### config.mk
export PLATFORM = sky130hd
export DESIGN_NAME = dmem_access_unit
export DESIGN_NICKNAME = d
export VERILOG_FILES = /design/src/rtl/dmem_access_unit.sv
export SDC_FILE = /design/constraint.sdc
export NUM_CORES = 1
export LEC_CHECK = 0
export BUFFER_PORTS_ARGS = -buffer_cell sky130_fd_sc_hd__buf_2
export CORE_ASPECT_RATIO = 0.9
export CORE_UTILIZATION = 52
export DETAILED_ROUTE_END_ITERATION = 8
export PLACE_DENSITY = 0.85
export SLEW_MARGIN = 20
export SYNTH_ARGS = -nofsm -noshare
export SYNTH_HDL_FRONTEND = slang
export SYNTH_SLANG_ARGS = --single-unit
### constraint.sdc
create_clock -name clk -period 3.1 [get_ports clk]
set_clock_uncertainty 0.1 [all_clocks]
set_input_delay 0.62 -clock clk [delete_from_list [all_inputs] [get_ports clk]]
set_output_delay 0.62 -clock clk [all_outputs]
set_load 0.1 [all_outputs]
### src/rtl/dmem_access_unit.sv
// Load/store unit between the CPU datapath and a word-addressed data memory.
// Byte/halfword/word accesses at byte addresses are turned into word-index
// accesses. Sub-word stores use read-modify-write so the memory needs only a
// single word-wide write enable. Bad accesses are reported and never reach memory.
module dmem_access_unit #(
  parameter int MEM_WORDS = 256
) (
  input  logic        clk,
  input  logic        rst_n,
  input  logic        req_valid,
  output logic        req_ready,
  input  logic        req_we,
  input  logic [1:0]  req_size,
  input  logic        req_unsigned,
  input  logic [31:0] req_addr,
  input  logic [31:0] req_wdata,
  output logic        resp_valid,
  output logic [31:0] resp_rdata,
  output logic        resp_err,
  output logic [31:0] mem_a,
  output logic [31:0] mem_wd,
  output logic        mem_we,
  input  logic [31:0] mem_rd
);

  typedef enum logic [1:0] {IDLE, READ, WRITE, RESP} state_t;

  state_t      r_state, w_next;
  logic [31:0] r_addr, r_wdata, r_rword;
  logic [1:0]  r_size;
  logic        r_we, r_uns, r_err;
  logic        w_accept, w_err;

  // Misaligned, illegal size or word index beyond the end of memory.
  function automatic logic req_error(input logic [1:0] size, input logic [31:0] addr);
    logic bad;
    bad = (size == 2'b11) ||
          ((size == 2'b01) && addr[0]) ||
          ((size == 2'b10) && (addr[1:0] != 2'b00)) ||
          ({2'b00, addr[31:2]} >= 32'(MEM_WORDS));
    return bad;
  endfunction

  // Replace the addressed little-endian lane(s) of the old word with store data.
  function automatic logic [31:0] merge_store(input logic [31:0] rword, input logic [31:0] wdata,
                                              input logic [1:0] size, input logic [1:0] lane);
    logic [31:0] m;
    m = rword;
    case (size)
      2'b00:   m[{lane, 3'b000} +: 8]        = wdata[7:0];
      2'b01:   m[{lane[1], 4'b0000} +: 16]   = wdata[15:0];
      default: m = wdata;
    endcase
    return m;
  endfunction

  // Extract the addressed lane(s) and sign- or zero-extend; word loads ignore uns.
  function automatic logic [31:0] load_extend(input logic [31:0] rword, input logic [1:0] size,
                                              input logic [1:0] lane, input logic uns);
    logic [31:0] sh, res;
    res = rword;
    case (size)
      2'b00: begin
        sh  = rword >> {lane, 3'b000};
        res = uns ? {24'h0, sh[7:0]} : {{24{sh[7]}}, sh[7:0]};
      end
      2'b01: begin
        sh  = rword >> {lane[1], 4'b0000};
        res = uns ? {16'h0, sh[15:0]} : {{16{sh[15]}}, sh[15:0]};
      end
      default: res = rword;
    endcase
    return res;
  endfunction

  assign w_accept = req_valid && req_ready;
  assign w_err    = req_error(req_size, req_addr);

  // State register; asynchronous reset abandons any operation in flight.
  always_ff @(posedge clk or negedge rst_n) begin
    if (!rst_n) r_state <= IDLE;
    else        r_state <= w_next;
  end

  // Request latches captured on accept; read word captured at the end of READ.
  always_ff @(posedge clk or negedge rst_n) begin
    if (!rst_n) begin
      r_addr  <= '0;
      r_wdata <= '0;
      r_size  <= '0;
      r_we    <= 1'b0;
      r_uns   <= 1'b0;
      r_err   <= 1'b0;
      r_rword <= '0;
    end else begin
      if (w_accept) begin
        r_addr  <= req_addr;
        r_wdata <= req_wdata;
        r_size  <= req_size;
        r_we    <= req_we;
        r_uns   <= req_unsigned;
        r_err   <= w_err;
      end
      if (r_state == READ) r_rword <= mem_rd;
    end
  end

  // Next-state decode and all outputs, derived from the current state.
  always_comb begin
    w_next     = r_state;
    req_ready  = 1'b0;
    resp_valid = 1'b0;
    resp_rdata = '0;
    resp_err   = 1'b0;
    mem_we     = 1'b0;
    mem_wd     = '0;
    mem_a      = {2'b00, r_addr[31:2]};
    case (r_state)
      IDLE: begin
        req_ready = 1'b1;
        if (req_valid) begin
          if (w_err)                          w_next = RESP;
          else if (req_we && req_size == 2'b10) w_next = WRITE;
          else                                w_next = READ;
        end
      end
      READ: begin
        w_next = r_we ? WRITE : RESP;
      end
      WRITE: begin
        mem_we = 1'b1;
        mem_wd = merge_store(r_rword, r_wdata, r_size, r_addr[1:0]);
        w_next = RESP;
      end
      RESP: begin
        resp_valid = 1'b1;
        resp_err   = r_err;
        if (!r_we && !r_err) resp_rdata = load_extend(r_rword, r_size, r_addr[1:0], r_uns);
        w_next = IDLE;
      end
      default: w_next = IDLE;
    endcase
  end

endmodule

==> results.py, run 1 <==
metrics = {
    "clock_network": {
        "clock_latency_ns": 0.37,
        "h-tree-depth": 3,
        "cts_root_buf": "clkbuf_16",
        "clockBufferDepth": 2,
        "cts_tree": "yes",
        "clk_pin_slew_worst_paths_ns": 0.07,
        "cts_buffers": 9,
        "hold_buffers": 0,
        "clock_sinks": 103,
    },
    "timing": {
        "rsz0062_at_grt": "yes",
        "finalMaxSlewViolations": 0,
        "fin_crit_sh_pct": 100,
        "timing.hold.ws_ns": 0.263,
        "slew_headroom_pct": 44.2,
        "hold_viol_final": 0,
        "setup_ws_ns": -0.00995,
        "finalSetupViolations": 2,
        "finalCriticalPeriod_ns": 3.11,
        "worst_pin_slew_ns": 0.837,
        "max_freq_ghz": 0.322,
    },
    "outcome": {
        "violations": "negative setup slack",
        "status": "finished, violations left",
    },
    "final_layout": {
        "nets": 839,
        "post-route-util_pct": 77.6,
        "areaGrowthSynthToFinish_pct": 44.6,
        "n_antenna_cell": 0,
        "drive_gt1_share_pct": 53.7,
    },
    "logic_synthesis": {
        "yosysTopAreaCellShare_pct": 41.8,
        "synth_cells": 559,
        "synth_edf_count": 0,
        "synth_ff_type": "dfrtp_1",
        "synth_top_area_cell": "dfrtp_1",
        "synth.area.top_cells": "dfrtp_1, mux2_2, mux2_1, buf_4, mux2i_1",
        "ys.warnings.count": 0,
        "synth_area_per_cell_sq_um": 11.0,
        "ys_seq_area_share_pct": 41.8,
        "ys_seq_elements": 103,
        "synthDistinctLibCells": 41,
        "async_flop_share_pct": 100,
        "syn_area_sq_um": 6160,
    },
    "worst_setup_path": {
        "path_class": "reg2out",
        "r2r_start": "r_state[0]",
        "cp_data_required_time_ns": 2.38,
        "worstSetupStartpointType": "register",
        "startpoint": "r_addr[1]",
        "reg2reg_depth": 5,
        "crit_path_end": "mem_wd[9]",
        "path_max_fanout": 8,
        "r2r_end": "r_wdata[21]",
        "rrSetupSlack_ns": 1.20,
        "endpoint_kind": "output port",
        "worstPathArrival_ns": 2.39,
    },
    "grt": {
        "grt_max_degree": 72,
        "grt_pass1_wl_microns": 31000,
        "overflow": 0,
        "grt_pass1_vias": 5538,
        "grt_usage_pct": 34.1,
        "antenna_found_initial": 1,
    },
    "routing": {
        "ant_nets": 0,
        "drtIter0Drc": 487,
        "via_per_inst": 6.18,
        "wl_per_cell_microns": 22.5,
        "wl_microns": 19900,
        "vias": 5485,
        "drc_errors": 0,
        "first_pass_iters": 8,
    },
    "placed_design": {
        "gp_congestion": 0.956,
        "portBuffers": 200,
        "hpwl_microns": 14500,
    },
    "hold_path": {
        "hp-class": "in2async",
    },
    "floorplanning": {
        "die_w_microns": 117,
        "dieArea_sq_um": 12300,
        "die_h_microns": 105,
        "start_util_pct": 53.7,
        "rows": 37,
        "coreArea_sq_um": 11500,
        "pin_count": 203,
    },
    "job": {
        "drv_cap": 0,
    },
}
[what timing repair did]
| item | CTS | global route |
|---|---|---|
| buffers inserted | 1 | 2 |
| pin swaps | 8 | 10 |
| setup endpoints to repair | 46 | 46 |
| gates resized for setup | 25 | 28 |
| cloned | 1 | 0 |
[critical path, cell delays in order, from the launching register on]
cell	delay (ns)
dfrtp_2	0.46
inv_2	0.12
ha_2	0.25
and4b_2	0.30
a22o_1	0.19
a222oi_1	0.44
nor2b_4	0.09
buf_12	0.19
[final cells by class]
| cell class | count | area [sq um] |
|---|---|---|
| Sequential cell | 103 | 2580 |
| Clock inverter | 6 | 75.1 |
| Multi-Input combinational cell | 371 | 3650 |
| Clock buffer | 10 | 229 |
| Tap cell | 156 | 195 |
| Timing Repair Buffer | 230 | 2140 |
| Inverter | 12 | 45.0 |
| Fill cell | 736 | 2570 |
[cell usage after synthesis, types with 9 or more instances]
cell and count:
nand2_1 12, nor2b_1 26, nor2_1 33, ha_1 9
mux2i_1 18, nor3_1 10, o21ai_0 11, dfrtp_1 103
mux2_2 65, buf_4 34, clkbuf_1 30, a21oi_1 21
a221o_1 16, a22o_1 9, a22oi_1 17, mux2_1 36
a221oi_1 15, a21o_1 16, inv_1 10
[worst min-delay path by stage]
stage	from	cells past startpoint	endpoint
after floorplan	rst_n	0	r_addr[0]
after global placement	r_addr[9]	1	r_addr[9]
after detailed placement	r_addr[27]	1	r_addr[27]
after CTS	rst_n	1	r_we
after global routing	rst_n	1	r_wdata[1]
final	rst_n	1	r_rword[4]
[per-layer routing]
layer | share of wire (%) | up-vias | global-route usage, %
li1 | - | 2408 | -
met1 | 38 | 2654 | 44.1
met2 | 48 | 364 | 54.1
met3 | 11 | 57 | 10.4
met4 | 3.4 | 2 | 12.0
met5 | 0.065 | - | 0
[flip-flops by register name, summed over array words and instances, names as in the netlist]
| name | count |
|---|---|
| r_wdata | 32 |
| r_uns | 1 |
| r_size | 2 |
| r_state | 2 |
| r_addr | 32 |
| r_we | 1 |
| r_err | 1 |
| r_rword | 32 |
[kinds of logic (layout without fill, tap and decap cells)]
group	after synthesis	in the layout	synth area share, %
AO/OA/AOI/OAI	132	132	16.2
other	1	2	0.0609
adder cells (fa/ha/maj)	9	9	1.83
AND/OR/NAND/NOR	102	102	8.73
buffers and inverters	86	258	7.41
flip-flops	103	103	41.8
multiplexers	126	126	23.9
[metrics by stage]
step | TNS [ns] | area [sq um] | setup WS (ns) | std cells
2_1_floorplan | -2.23 | 6610 | -0.262 | 560
4_1_cts | 0 | 8770 | 0.00107 | 886
3_3_place_gp | 0 | 8370 | 0.00236 | 868
5_1_grt | -1.64 | 8910 | -0.0981 | 888
3_5_place_dp | -1.05 | 8370 | -0.127 | 868
6_report | -0.0138 | 8910 | -0.00995 | 888
[layout by cell type, fill, tap and decap left out, drive strengths merged, types with 2 or more instances in the layout]
cell	Yosys	routed
a21o	16	16
nor4	8	8
clkbuf	30	10
conb	1	2
o22ai	8	8
o221ai	8	8
mux2i	18	18
nor4bb	2	2
o21ai	11	11
a21oi	21	21
nor3	10	10
nor2b	26	26
a222oi	7	7
nor2	33	33
dfrtp	103	103
ha	9	9
a221o	16	16
nand2	12	12
buf	44	230
nand3	3	3
a221oi	15	15
mux2	101	101
a22o	9	9
mux4	7	7
or2	2	2
nand3b	2	2
inv	12	15
a22oi	17	17
Power of run 1 is not shown: default switching activity piles up to over one toggle a cycle in this logic, so the estimate is an artifact.
==> run 2: changes to the inputs <==
Settings changed: CORE_UTILIZATION 52 to 47, PLACE_DENSITY 0.85 to 0.81.
Clock period 3.1 ns to 2.8 ns, I/O delays scaled along.
==> run 2 against run 1 <==
The run still ends with negative setup slack left. Non-clock buffer count is 24 higher. Hold slack lost 0.22 ns. Sequential share of layout area decreased by 2.3 points. First-iteration DRC count increased by 9.9%. Final cell count up 3.6%. Die area rose by 10%. Critical path type unchanged. Critical endpoint is now mem_wd[23]. Highest routed layer is now met4.
==> results.py, run 2 (synthesis results as in run 1) <==
metrics = {
    "timing": {
        "worst_pin_slew_ns": 0.673,
        "setup_tns_ns": -8.69,
        "hold_viol_final": 0,
        "slew_headroom_pct": 55.0,
        "max_freq_ghz": 0.321,
        "rsz0062_at_grt": "yes",
        "finalCriticalPeriod_ns": 3.12,
        "fin_crit_sh_pct": 111,
        "finalMaxSlewViolations": 0,
        "finalSetupViolations": 47,
        "setup_ws_ns": -0.318,
    },
    "clock_network": {
        "clockBufferDepth": 2,
        "cts_tree": "yes",
        "clock_sinks": 103,
        "h-tree-depth": 3,
        "cts_root_buf": "clkbuf_16",
        "clock_latency_ns": 0.37,
        "clk_pin_slew_worst_paths_ns": 0.08,
        "hold_buffers": 0,
        "cts_buffers": 9,
    },
    "worst_setup_path": {
        "path_max_fanout": 4,
        "cpPeakStageDelay_ns": 0.41,
        "crit_buf_inv": 5,
        "endpoint_kind": "output port",
        "slowest_stage": "dfrtp_1",
        "worstPathArrival_ns": 2.46,
        "path_class": "reg2out",
        "crit_chain": "inv_4 > buf_4 > buf_4 > ha_4 > nor4bb_4 > buf_4 > a221o_1 > a22oi_2 > nor2b_4 > buf_12",
        "cp_common_cell": "buf_4",
        "critical-path-top-delay-family": "buffers and inverters",
        "worstSetupStartpointType": "register",
        "cp_data_required_time_ns": 2.14,
    },
    "final_layout": {
        "final_cell_mix": "buf_2, dfrtp_1, buf_12",
        "n_antenna_cell": 0,
        "fillers": 748,
        "reg.largest.list": "r_addr: 32 flops, r_rword: 32 flops, r_wdata: 32 flops",
        "areaGrowthSynthToFinish_pct": 57.4,
        "fin_area_sq_um": 9700,
        "nets": 863,
        "final_common_cell": "buf_2",
        "drive_gt1_share_pct": 61.4,
    },
    "floorplanning": {
        "rows": 39,
        "start_util_pct": 48.4,
        "pin_count": 203,
        "dieArea_sq_um": 13600,
        "coreArea_sq_um": 12700,
        "die_w_microns": 123,
        "die_h_microns": 111,
    },
    "routing": {
        "ant_nets": 0,
        "via_per_inst": 6.30,
        "wl_microns": 22400,
        "first_pass_iters": 8,
        "drc_errors": 0,
        "drtIter0Drc": 535,
        "wl_per_cell_microns": 24.3,
        "vias": 5792,
    },
    "outcome": {
        "violations": "negative setup slack",
        "status": "finished, violations left",
    },
    "grt": {
        "antenna_found_initial": 0,
        "grt_pass1_wl_microns": 33800,
        "grt_max_degree": 42,
        "overflow": 0,
        "grt_usage_pct": 33.3,
        "grt_pass1_vias": 5918,
    },
    "placed_design": {
        "dp_slack_ns": -0.123,
        "gp_congestion": 0.920,
        "hpwl_microns": 15100,
        "placed_cell_area_sq_um": 8680,
        "portBuffers": 200,
    },
    "job": {
        "drv_cap": 0,
    },
    "hold_path": {
        "hp-class": "in2async",
    },
}
==> run 2: cell count changes in the layout (fill, tap and decap cells not counted), moves of 6 or more <==
cell | before | now
a221oi_4 | 2 | 9
buf_4 | 24 | 36
buf_2 | 142 | 136
a221oi_1 | 8 | 0
buf_6 | 3 | 13
nor2_2 | 0 | 6
a22oi_1 | 12 | 0
buf_12 | 59 | 69
nor2_1 | 25 | 17
a22oi_2 | 5 | 17
==> run 2: worst paths after layout <==
kind	start	endpoint	slack [ns]	cells after the start
hold reg to reg	r_addr[2]	r_addr[2]	0.39	1
min in group clk	req_wdata[4]	r_wdata[4]	0.30	2
setup reg to reg	r_state[0]	r_wdata[26]	0.77	5
max in group asynchronous	rst_n	r_rword[22]	1.79	2
hold / removal	rst_n	r_addr[6]	0.04	1
setup / recovery	r_addr[0]	mem_wd[23]	-0.32	10
==> run 2: area by class of cell <==
type	instances	area (sq um)	area share, %
tap	164	205	2.12
clock buffer	9	225	2.32
inverter	12	50.0	0.516
multi-input combinational	371	4070	42.0
timing repair buffer	254	2480	25.6
sequential	103	2580	26.6
clock inverter	7	91.3	0.942
==> run 2: timing repair <==
item                       in CTS  in global routing
setup buffers                  11                 16
gates cloned                    1                  1
setup endpoints to repair      62                 62
gates resized for setup        61                 42
pin swaps                      19                 27
==> run 2: through the flow <==
step | cells | hold WS (ns) | util (%)
2_1_floorplan | 560 | 0.164 | -
3_3_place_gp | 878 | 0.369 | 68.1
3_5_place_dp | 878 | 0.375 | 68.2
4_1_cts | 906 | 0.0554 | 73.9
5_1_grt | 920 | 0.0687 | 76.2
6_report | 920 | 0.0430 | 76.2
==> run 2: layer usage <==
| metal | GRT usage [%] | vias to the layer above | wire (microns) |
|---|---|---|---|
| met5 | 0 | - | 0 |
| met4 | 14.6 | 0 | 971 |
| met3 | 9.66 | 71 | 2150 |
| met2 | 50.8 | 375 | 10400 |
| met1 | 43.6 | 2883 | 8870 |
| li1 | - | 2463 | - |
Power of run 2 is left out for the same reason.
==> run 3: changes to the inputs <==
Settings changed: CORE_MARGIN set to 1, RECOVER_POWER set to 50.
==> run 3 against run 2 <==
Non-clock buffer count stayed put. Worst setup slack better by 0.00051 ns. Core utilization is 0.088 points lower. First-iteration DRC count is 14% lower. Fmax hardly changed. Critical path depth stayed put. Final area is 0.12% lower. Hold slack better by 0.25 ns. Highest routed layer unchanged. Via count is 0.12% lower. Global-route usage stayed put. The run ends with max-capacitance violations, max-slew violations, negative setup slack left. Count of clock-buffer cells in the layout stayed put.
==> results.py, run 3 (synthesis results as in run 1) <==
metrics = {
    "outcome": {
        "status": "finished, violations left",
        "violations": "max-capacitance violations, max-slew violations, negative setup slack",
    },
    "worst_setup_path": {
        "endpoint_kind": "output port",
        "worstSetupStartpointType": "register",
        "cpPeakStageDelay_ns": 0.41,
        "slowest_stage": "dfrtp_1",
        "worstPathArrival_ns": 2.46,
        "reg2reg_depth": 6,
        "r2r_end": "r_state[0]",
        "cp_data_required_time_ns": 2.14,
        "crit_chain": "inv_4 > buf_4 > buf_4 > ha_4 > nor4bb_4 > buf_4 > a221o_1 > a22oi_2 > nor2b_4 > buf_12",
        "critical-path-top-delay-family": "buffers and inverters",
        "cp_common_cell": "buf_4",
        "r2r_start": "r_state[1]",
        "crit_buf_inv": 5,
        "path_class": "reg2out",
        "rrSetupSlack_ns": 0.72,
        "path_max_fanout": 4,
    },
    "floorplanning": {
        "rows": 39,
        "die_w_microns": 123,
        "die_h_microns": 111,
        "dieArea_sq_um": 13600,
        "coreArea_sq_um": 12700,
        "pin_count": 203,
        "start_util_pct": 48.4,
    },
    "final_layout": {
        "final_common_cell": "buf_2",
        "drive_gt1_share_pct": 61.2,
        "nets": 863,
        "areaGrowthSynthToFinish_pct": 57.2,
        "reg.largest.list": "r_addr: 32 flops, r_rword: 32 flops, r_wdata: 32 flops",
        "fillers": 750,
        "final-instance-count-excl-fill": 920,
        "final_cell_mix": "buf_2, dfrtp_1, buf_12",
        "n_antenna_cell": 0,
    },
    "placed_design": {
        "hpwl_microns": 15100,
        "gp_congestion": 0.920,
        "portBuffers": 200,
        "dp.cells": 878,
    },
    "clock_network": {
        "clock_latency_ns": 0.37,
        "hold_buffers": 0,
        "cts_buffers": 9,
        "cts_root_buf": "clkbuf_16",
        "cts_tree": "yes",
        "clk_pin_slew_worst_paths_ns": 0.08,
        "clockBufferDepth": 2,
        "clock_sinks": 103,
        "h-tree-depth": 3,
    },
    "grt": {
        "antenna_found_initial": 0,
        "grt_pass1_wl_microns": 33800,
        "grt_usage_pct": 33.3,
        "grt_pass1_vias": 5918,
        "overflow": 0,
        "grt_max_degree": 42,
    },
    "routing": {
        "wl_microns": 22400,
        "via_per_inst": 6.29,
        "first_pass_iters": 6,
        "wl_per_cell_microns": 24.3,
        "vias": 5785,
        "drc_errors": 0,
        "ant_nets": 0,
        "drtIter0Drc": 462,
    },
    "timing": {
        "hold_viol_final": 0,
        "finalCriticalPeriod_ns": 3.12,
        "setup_ws_ns": -0.317,
        "worst_pin_slew_ns": 1.93,
        "max_freq_ghz": 0.321,
        "fin_crit_sh_pct": 111,
        "finalMaxSlewViolations": 34,
        "slew_headroom_pct": -28.7,
        "finalSetupViolations": 47,
        "rsz0062_at_grt": "yes",
    },
    "hold_path": {
        "whs_endpoint": "r_wdata[4]",
        "hold_start": "req_wdata[4]",
        "hold-path-cell-count": 2,
        "hp-class": "in2reg",
    },
    "job": {
        "drv_cap": 1,
    },
}
run 3: area by class of cell:
| class | instances | area (sq um) | area share, % |
|---|---|---|---|
| multi-input combinational | 371 | 4070 | 42.0 |
| sequential | 103 | 2580 | 26.6 |
| timing repair buffer | 254 | 2470 | 25.5 |
| clock buffer | 9 | 225 | 2.32 |
| tap | 164 | 205 | 2.12 |
| clock inverter | 7 | 91.3 | 0.943 |
| inverter | 12 | 50.0 | 0.517 |
run 3: worst max path at each step:
stage / end / slack [ns] / cells after the start / start
2_1_floorplan: mem_wd[31] / -0.01 / 8 / r_addr[0]
3_3_place_gp: mem_wd[18] / -0.35 / 7 / r_addr[1]
3_5_place_dp: mem_wd[28] / -0.12 / 7 / r_addr[0]
4_1_cts: mem_wd[11] / -0.25 / 7 / r_addr[0]
5_1_grt: mem_wd[14] / -0.36 / 9 / r_addr[1]
6_report: mem_wd[23] / -0.32 / 10 / r_addr[0]
run 3: repair_timing:
| item | in CTS | in global routing |
|---|---|---|
| pin swaps | 19 | 27 |
| resized for setup | 61 | 42 |
| buffers inserted | 11 | 16 |
| setup endpoints to repair | 62 | 62 |
| cloned | 1 | 1 |
run 3: stage by stage:
step                      hold WS [ns]  setup TNS [ns]  util (%)  setup slack [ns]  instance area (sq um)
after global routing             0.293          -12.19      76.1            -0.356                   9690
after CTS                       0.0554           -6.71      73.9            -0.251                   9410
after detailed placement         0.375           -1.36      68.2            -0.123                   8680
after floorplan                  0.164         -0.0820         -           -0.0111                   6720
final                            0.296           -8.84      76.1            -0.317                   9690
after global placement           0.369           -5.27      68.1            -0.349                   8670
run 3: worst register-to-register path, cell delays in order, from the launching register on:
cell and delay (ns):
dfrtp_1 0.45, inv_1 0.09, ha_1 0.19, clkbuf_2 0.51, nor2b_1 0.34, o31ai_1 0.21
a21oi_1 0.07
run 3: per-layer routing:
layer | routed length, microns | share of wire (%) | vias to the layer above | GRT usage [%]
met1 | 8830 | 39 | 2857 | 43.6
li1 | - | - | 2459 | -
met4 | 1080 | 4.8 | 0 | 14.6
met2 | 10300 | 46 | 377 | 50.8
met3 | 2190 | 9.8 | 92 | 9.66
met5 | 0 | 0 | - | 0
Power of run 3 is left out for the same reason.
